==> config.mk <==
export PLATFORM = sky130hd
export DESIGN_NAME = l2_arbiter_rr
export DESIGN_NICKNAME = d
export VERILOG_FILES = /design/src/rtl/l2_arbiter_rr.sv
export SDC_FILE = /design/constraint.sdc
export NUM_CORES = 1
export LEC_CHECK = 0
export ABC_AREA = 1
export CELL_PAD_IN_SITES_DETAIL_PLACEMENT = 1
export CELL_PAD_IN_SITES_GLOBAL_PLACEMENT = 1
export CORE_AREA = 8 8 264 266
export CTS_CLUSTER_DIAMETER = 200
export DETAILED_ROUTE_END_ITERATION = 6
export DIE_AREA = 0 0 272 274
export GPL_ROUTABILITY_DRIVEN = 1
export HOLD_SLACK_MARGIN = 0.12
export PLACE_DENSITY_LB_ADDON = 0.1
export SETUP_SLACK_MARGIN = 0.15
export SYNTH_ARGS = -nofsm -noshare
export SYNTH_HDL_FRONTEND = slang
export SYNTH_SLANG_ARGS = --single-unit
==> constraint.sdc <==
create_clock -name clk -period 1.7 [get_ports clk]
set_clock_uncertainty 0.05 [all_clocks]
set_input_delay 0.34 -clock clk [delete_from_list [all_inputs] [get_ports clk]]
set_output_delay 0.34 -clock clk [all_outputs]
set_load 0.02 [all_outputs]
==> src/rtl/l2_arbiter_rr.sv <==
// N-channel arbiter in front of the shared L2: registers one granted request,
// holds it on the L2 port until l2_resp, then pulses ch_resp to the winner.
module l2_arbiter_rr #(
    parameter int NUM_CH  = 2,
    parameter int ADDR_W  = 16,
    parameter int BLOCK_W = 128,
    parameter int RR_MODE = 1
) (
    input  logic                      clk,
    input  logic                      rst_n,
    input  logic [NUM_CH-1:0]         ch_read,
    input  logic [NUM_CH-1:0]         ch_write,
    input  logic [NUM_CH*ADDR_W-1:0]  ch_address,
    input  logic [NUM_CH*BLOCK_W-1:0] ch_wdata,
    output logic [NUM_CH-1:0]         ch_resp,
    output logic [BLOCK_W-1:0]        ch_rdata,
    output logic                      l2_read,
    output logic                      l2_write,
    output logic [ADDR_W-1:0]         l2_address,
    output logic [BLOCK_W-1:0]        l2_wdata,
    input  logic                      l2_resp,
    input  logic [BLOCK_W-1:0]        l2_rdata,
    output logic                      quiet
);

    // state | meaning
    // IDLE  | no transaction; arbitrate among requesting channels
    // BUSY  | latched request driven on the L2 port, waiting for l2_resp
    // RESP  | one-cycle ch_resp pulse to the granted channel
    localparam int GW = (NUM_CH > 1) ? $clog2(NUM_CH) : 1;

    typedef enum logic [1:0] {IDLE, BUSY, RESP} state_t;

    state_t              state_q, state_d;
    logic [GW-1:0]       ptr_q, ptr_d;
    logic [GW-1:0]       gnt_q, gnt_d;
    logic                op_wr_q, op_wr_d;
    logic [ADDR_W-1:0]   addr_q, addr_d;
    logic [BLOCK_W-1:0]  wdata_q, wdata_d;
    logic [BLOCK_W-1:0]  rdata_q, rdata_d;

    logic [NUM_CH-1:0]   req;
    logic                any_req;
    logic [GW-1:0]       cand;
    logic [GW-1:0]       win;
    logic                found;

    assign req     = ch_read | ch_write;
    assign any_req = |req;

    // Search starts just after the last winner in round-robin mode, at 0 otherwise.
    always_comb begin
        cand  = '0;
        win   = '0;
        found = 1'b0;
        for (int k = 0; k < NUM_CH; k++) begin
            if (RR_MODE != 0) begin
                cand = GW'((int'(ptr_q) + 1 + k) % NUM_CH);
            end else begin
                cand = GW'(k);
            end
            if (!found && req[cand]) begin
                found = 1'b1;
                win   = cand;
            end
        end
    end

    always_comb begin
        state_d = state_q;
        ptr_d   = ptr_q;
        gnt_d   = gnt_q;
        op_wr_d = op_wr_q;
        addr_d  = addr_q;
        wdata_d = wdata_q;
        rdata_d = rdata_q;
        case (state_q)
            IDLE: begin
                if (any_req) begin
                    gnt_d   = win;
                    ptr_d   = win;
                    op_wr_d = ch_write[win];
                    addr_d  = ch_address[int'(win)*ADDR_W +: ADDR_W];
                    wdata_d = ch_wdata[int'(win)*BLOCK_W +: BLOCK_W];
                    state_d = BUSY;
                end
            end
            BUSY: begin
                if (l2_resp) begin
                    rdata_d = l2_rdata;
                    state_d = RESP;
                end
            end
            RESP:    state_d = IDLE;
            default: state_d = IDLE;
        endcase
    end

    always_ff @(posedge clk or negedge rst_n) begin
        if (!rst_n) begin
            state_q <= IDLE;
            ptr_q   <= GW'(NUM_CH - 1);
            gnt_q   <= '0;
            op_wr_q <= 1'b0;
            addr_q  <= '0;
            wdata_q <= '0;
            rdata_q <= '0;
        end else begin
            state_q <= state_d;
            ptr_q   <= ptr_d;
            gnt_q   <= gnt_d;
            op_wr_q <= op_wr_d;
            addr_q  <= addr_d;
            wdata_q <= wdata_d;
            rdata_q <= rdata_d;
        end
    end

    // L2 side is purely state-decoded from registers; no path from ch_* inputs.
    assign l2_read    = (state_q == BUSY) & ~op_wr_q;
    assign l2_write   = (state_q == BUSY) &  op_wr_q;
    assign l2_address = addr_q;
    assign l2_wdata   = wdata_q;
    assign ch_rdata   = rdata_q;
    assign quiet      = (state_q == IDLE) & ~any_req;

    always_comb begin
        ch_resp = '0;
        if (state_q == RESP) begin
            ch_resp[gnt_q] = 1'b1;
        end
    end

endmodule

==> results_dict.tcl, run 1 <==
set metrics [dict create \
    io_buffer_count 699 \
    ioPinCount 700 \
    grt_start_max_net_pins 52 \
    syn2layout_area_growth_pct 82.0 \
    synth_area_per_cell_um2 7.84 \
    cpLargestDelayFamily "buffers and inverters" \
    timing.rr.start "state_q[0]" \
    path_depth 6 \
    first_global_vias 15700 \
    yosys-top-cells-count "nand2_1, dfrtp_1, inv_1, nand3_1, nand3b_1" \
    fin_setup_tns_ns -14.62 \
    fillCellCount 7668 \
    cp_num_buf_inv 4 \
    worstPathMaxFanout 3 \
    vias 14300 \
    synth_cell_type_count 21 \
    synth_most_common_cell "nand2_1" \
    cts_tree "built" \
    violations "negative setup slack" \
    start_kind "flip-flop" \
    ff2ff_path_depth 10 \
    grt_first_pass_wirelength_mm 107 \
    drtIter0Drc 601 \
    first_pass_iters 7 \
    drc 0 \
    worstSetupPathType "reg2out" \
    cts_root_buf "clkbuf_16" \
    slew_viol_final 0 \
    drive_gt1_frac 0.248 \
    dieArea_um2 74500 \
    min_period_over_period 1.12 \
    numClockSinks 277 \
    powerDensity_nw_per_um2 1920 \
    cts_buffers 38 \
    gr-total-overflow 0 \
    total_power_mw 45.5 \
    critPathCapture "l2_write" \
    synth_warnings 0 \
    crit_slowest_cell "dfrtp_1" \
    ant_nets 0 \
    place_ws_ns -0.406 \
    ys_ff_latch 277 \
    netlist.area_leader.share 0.529 \
    async_reset_ff_frac 1.00 \
    insertion_delay_ns 0.53 \
    leakagePower_nw 12.1 \
    worstReg2RegEnd "l2_wdata[50]" \
    fin_crit_ns 1.91 \
    setup_viol 152 \
    place_area_um2 21700 \
    gp_congestion 0.773 \
    stdcell_area_um2 23800 \
    crit_top_cell "inv_2" \
    tightestPinTransition_ns 0.624 \
    start_util 0.200 \
    hold_class "in2reg" \
    chipHeight_um 274 \
    final_hold_viol_count 0 \
    synth_area_leaders "dfrtp_1, nand2_1, nand3b_1" \
    rsz0062_at_grt "yes" \
    syn_area_um2 13100 \
    antenna_found_initial 21 \
    final_cells 3348 \
    dp.final_hpwl_mm 54.7 \
    viasPerCell 4.27 \
    finalWorstSetupSlack_ns -0.210 \
    drv_cap 0 \
    finalWirelength_mm 77.0 \
    clk_pin_slew_ns 0.06 \
    routedWlPerCell_um 23.0 \
    end_kind "output pin" \
    startpoint "state_q[0]" \
    timing.hold.ws_ns 0.288 \
    status "finished, violations left" \
    core_um2 65300 \
    dp.cells 3212 \
    cp_data_required_time_ns 1.31 \
    grt.total_usage 0.190 \
    peakVddDrop_v 0.000669 \
    synth_nets 2088 \
    rrSetupSlack_ns -0.15 \
    fmax_mhz 524 \
    synth-seq-area-share 0.531 \
    final_util 0.364 \
    cts_max_level 2 \
    arrival_ns 1.52 \
    synthesis.instances 1665 \
    clockBufferDepth 3 \
    synth_ff_type "dfrtp_1" \
    slew_headroom 0.584 \
    die_x_um 272 \
    synth_area_leader_cell "dfrtp_1" \
    path_cells "inv_2 -> buf_6 -> nor2_4 -> inv_2 -> nor2_1 -> buf_4" \
    final_net_count 2868 \
    max_stage_delay_ns 0.37 \
    synth-edff-count 0 \
    num_rows 94 \
]
-- registers in the layout, summed over array words and instances (netlist names) --
signal / cells
ptr_q: 1
ch_rdata: 128
gnt_q: 1
op_wr_q: 1
l2_address: 16
state_q: 2
l2_wdata: 128
-- routing by layer --
layer / global-route usage / share of wire
met1: 0.202 / 0.37
met2: 0.348 / 0.52
met3: 0.0675 / 0.076
met4: 0.0670 / 0.035
met5: 0 / 0.0013
-- worst min path at each step --
| stage | from | end | slack [ns] | depth (start not counted) |
|---|---|---|---|---|
| floorplan | rst_n | ch_rdata[0] | -0.006 | 0 |
| global placement | rst_n | l2_wdata[9] | 0.29 | 1 |
| detailed placement | rst_n | l2_wdata[9] | 0.30 | 1 |
| CTS | l2_rdata[106] | ch_rdata[106] | 0.24 | 3 |
| global route | l2_rdata[7] | ch_rdata[7] | 0.27 | 3 |
| finish | l2_rdata[36] | ch_rdata[36] | 0.29 | 3 |
-- cell type report --
class                           count  area (um^2)  share of cell area
Timing Repair Buffer              843         8120               0.342
Timing Repair inverter              3         70.1             0.00295
Tap cell                          864         1080              0.0455
Multi-Input combinational cell   1130         5650               0.238
Sequential cell                   277         6930               0.292
Clock buffer                       60         1180              0.0499
Antenna cell                       13         32.5             0.00137
Clock inverter                      6         87.6             0.00369
Inverter                          152          603              0.0254
-- worst min-delay path, stage by stage --
cell	delay (ns)
clkdlybuf4s50_1	0.39
nand2_1	0.06
nand2_1	0.04
-- cell usage in the layout, fill, tap and decap left out, types with 3 or more instances in the layout --
| master | netlist | routed |
|---|---|---|
| nand2_4 | 0 | 3 |
| dfrtp_1 | 276 | 276 |
| nand3_4 | 0 | 17 |
| clkbuf_16 | 0 | 56 |
| nand3_1 | 145 | 80 |
| buf_2 | 54 | 253 |
| clkinv_2 | 0 | 3 |
| clkbuf_1 | 23 | 8 |
| buf_8 | 0 | 10 |
| nand2_2 | 1 | 46 |
| clkdlybuf4s50_1 | 0 | 421 |
| inv_1 | 148 | 146 |
| nand2_1 | 827 | 779 |
| nor2_4 | 1 | 3 |
| clkbuf_8 | 0 | 13 |
| buf_4 | 21 | 56 |
| buf_16 | 0 | 17 |
| diode_2 | 0 | 13 |
| nand3b_1 | 144 | 144 |
| buf_6 | 2 | 21 |
| buf_12 | 0 | 46 |
| nand3_2 | 0 | 48 |
-- where the power goes --
part           internal, mW  switching, mW
logic                  10.3           15.2
clock network          5.06           3.19
registers              9.92           1.83
total                  25.3           20.2
-- kinds of logic after synthesis --
| kind of cell | Yosys count | synth area share |
|---|---|---|
| buffers and inverters | 259 | 0.0871 |
| and+or+nand+nor | 1125 | 0.380 |
| AOI/OAI and AO/OA | 4 | 0.00211 |
| DFF | 277 | 0.531 |
-- repair_timing --
| action | 4_1_cts | 5_1_grt |
|---|---|---|
| cloned | 13 | 23 |
| setup endpoints to repair | 426 | 160 |
| hold buffers | 1 | 0 |
| pin swaps | 5 | 45 |
| resized for setup | 1279 | 189 |
| endpoints found under the hold margin | 33 | 0 |
| buffers inserted | 8 | 12 |
(Power assumes the default switching activity.)
==> run 2, diff against run 1 <==
--- a/config.mk
+++ b/config.mk
@@ -6,9 +6,10 @@
 export NUM_CORES = 1
 export LEC_CHECK = 0
 export ABC_AREA = 1
+export CAP_MARGIN = 10
 export CELL_PAD_IN_SITES_DETAIL_PLACEMENT = 1
 export CELL_PAD_IN_SITES_GLOBAL_PLACEMENT = 1
-export CORE_AREA = 8 8 264 266
+export CORE_AREA = 4 4 268 270
 export CTS_CLUSTER_DIAMETER = 200
 export DETAILED_ROUTE_END_ITERATION = 6
 export DIE_AREA = 0 0 272 274
==> results_dict.tcl, run 2 (synthesis results as in run 1) <==
set metrics [dict create \
    status "finished, violations left" \
    violations "negative setup slack" \
    dieArea_um2 74500 \
    core_um2 69500 \
    min_period_over_period 1.13 \
    seqPwrFrac 0.267 \
    slew_viol_final 0 \
    final_net_count 2869 \
    cts_max_level 2 \
    p_comb_frac 0.554 \
    syn2layout_area_growth_pct 82.0 \
    clk_pin_slew_ns 0.05 \
    first_pass_iters 5 \
    insertion_delay_ns 0.55 \
    fin_crit_ns 1.91 \
    p_switching_mw 19.9 \
    swShare 0.447 \
    drv_cap 0 \
    cp_data_required_time_ns 1.31 \
    fmax_mhz 523 \
    viasPerCell 4.12 \
    num_rows 97 \
    rsz0062_at_grt "yes" \
    finalWirelength_mm 72.9 \
    rrSetupSlack_ns -0.17 \
    layout_common_cells "nand2_1, clkdlybuf4s50_1, dfrtp_1, buf_2, inv_1" \
    clockBufferDepth 3 \
    die_x_um 272 \
    total_power_mw 44.6 \
    worstSetupPathType "reg2out" \
    grt_start_max_net_pins 61 \
    timing.rr.start "state_q[1]" \
    final_hold_viol_count 0 \
    grt_first_pass_wirelength_mm 102 \
    clock_power_share 0.179 \
    final_common_cell "nand2_1" \
    stdcell_area_um2 23800 \
    start_kind "flip-flop" \
    arrival_ns 1.52 \
    final_cells 3424 \
    tightestPinTransition_ns 0.410 \
    drive_gt1_frac 0.251 \
    ant_nets 0 \
    antenna_found_initial 18 \
    gr-total-overflow 0 \
    vias 14100 \
    cts_root_buf "clkbuf_16" \
    startpoint "state_q[1]" \
    ioPinCount 700 \
    peakVddDrop_v 0.000725 \
    numClockSinks 277 \
    routedWlPerCell_um 21.3 \
    worstReg2RegEnd "l2_wdata[83]" \
    leakagePower_nw 12.0 \
    hold_class "in2async" \
    gp_congestion 0.786 \
    drtIter0Drc 619 \
    drc 0 \
    worstPathMaxFanout 2 \
    place_area_um2 21900 \
    dp.cells 3288 \
    end_kind "output pin" \
    chipHeight_um 274 \
    cts_buffers 39 \
    power.internal_mw 24.7 \
    io_buffer_count 699 \
    cts_tree "built" \
    grt.total_usage 0.180 \
    first_global_vias 15400 \
    dp.final_hpwl_mm 52.5 \
    slew_headroom 0.726 \
    start_util 0.188 \
    powerDensity_nw_per_um2 1880 \
    ff2ff_path_depth 12 \
    finalWorstSetupSlack_ns -0.213 \
    setup_viol 152 \
]
## run 2: cell count changes in the layout (fill, tap and decap cells not counted), moves of 3 or more
cell      change
buf_2        -13
nand3_4       -9
buf_16        -5
nand3_1       +9
nand2_1      -17
dfrtp_2       +3
clkinv_8      +3
dfrtp_1       -3
buf_6        +14
clkbuf_1      +4
nand2_4      +15
buf_4        +10
clkbuf_8      -6
## run 2: layer usage
metal,global-route usage,vias up,wire [um]
met5,0,-,39
met4,0.0705,6,2380
met3,0.0552,98,4980
met2,0.324,406,38300
met1,0.198,6903,27200
li1,-,6690,-
## run 2: final cells by class
type	instances	area (um^2)
clock buffer	59	1140
clock inverter	5	65.1
tap	940	1180
fill	8205	45800
antenna	15	37.5
multi-input combinational	1129	5680
sequential	277	6940
timing repair buffer	845	8080
inverter	152	609
timing repair inverter	2	36.3
## run 2: worst max path at each step
stage                   endpoint  slack, ns  cells past startpoint
floorplan           l2_wdata[44]       0.39                      7
global placement           quiet      -0.47                      5
detailed placement  l2_wdata[76]      -0.43                      9
CTS                   ch_resp[1]      -0.30                      4
global route          ch_resp[1]      -0.29                      4
finish                ch_resp[1]      -0.21                      4
## run 2: critical path: stages, from the launching register on
cell	delay [ns]
dfrtp_2	0.42
clkinv_4	0.07
buf_6	0.12
nor3_4	0.21
buf_12	0.15
## run 2: repair_timing
| item | in CTS | in global routing |
|---|---|---|
| hold buffers | 1 | 0 |
| gates cloned | 6 | 22 |
| setup buffers | 14 | 14 |
| gates resized for setup | 1295 | 184 |
| pin swaps | 6 | 112 |
| endpoints found under the hold margin | 198 | 0 |
| endpoints found under the setup margin | 513 | 260 |
## run 2: power by group through the flow
| stage | clock network (mW) | registers (mW) | logic (mW) |
|---|---|---|---|
| after global routing | 8.60 | 12.4 | 26.7 |
| after floorplan | 0 | 15.6 | 6.78 |
| after detailed placement | 0 | 11.9 | 23.4 |
| after global placement | 0 | 11.8 | 23.1 |
| after CTS | 8.30 | 11.8 | 22.2 |
| final | 7.97 | 11.9 | 24.7 |
## run 2: per-stage QoR
stage | setup TNS (ns) | setup WS, ns | util | hold WS, ns
after floorplan | 0 | 0.386 | - | -0.00559
after global placement | -52.50 | -0.465 | 0.314 | 0.174
after detailed placement | -55.64 | -0.430 | 0.314 | 0.169
after CTS | -21.69 | -0.296 | 0.322 | 0.166
after global routing | -28.35 | -0.286 | 0.341 | 0.194
final | -15.54 | -0.213 | 0.342 | 0.187
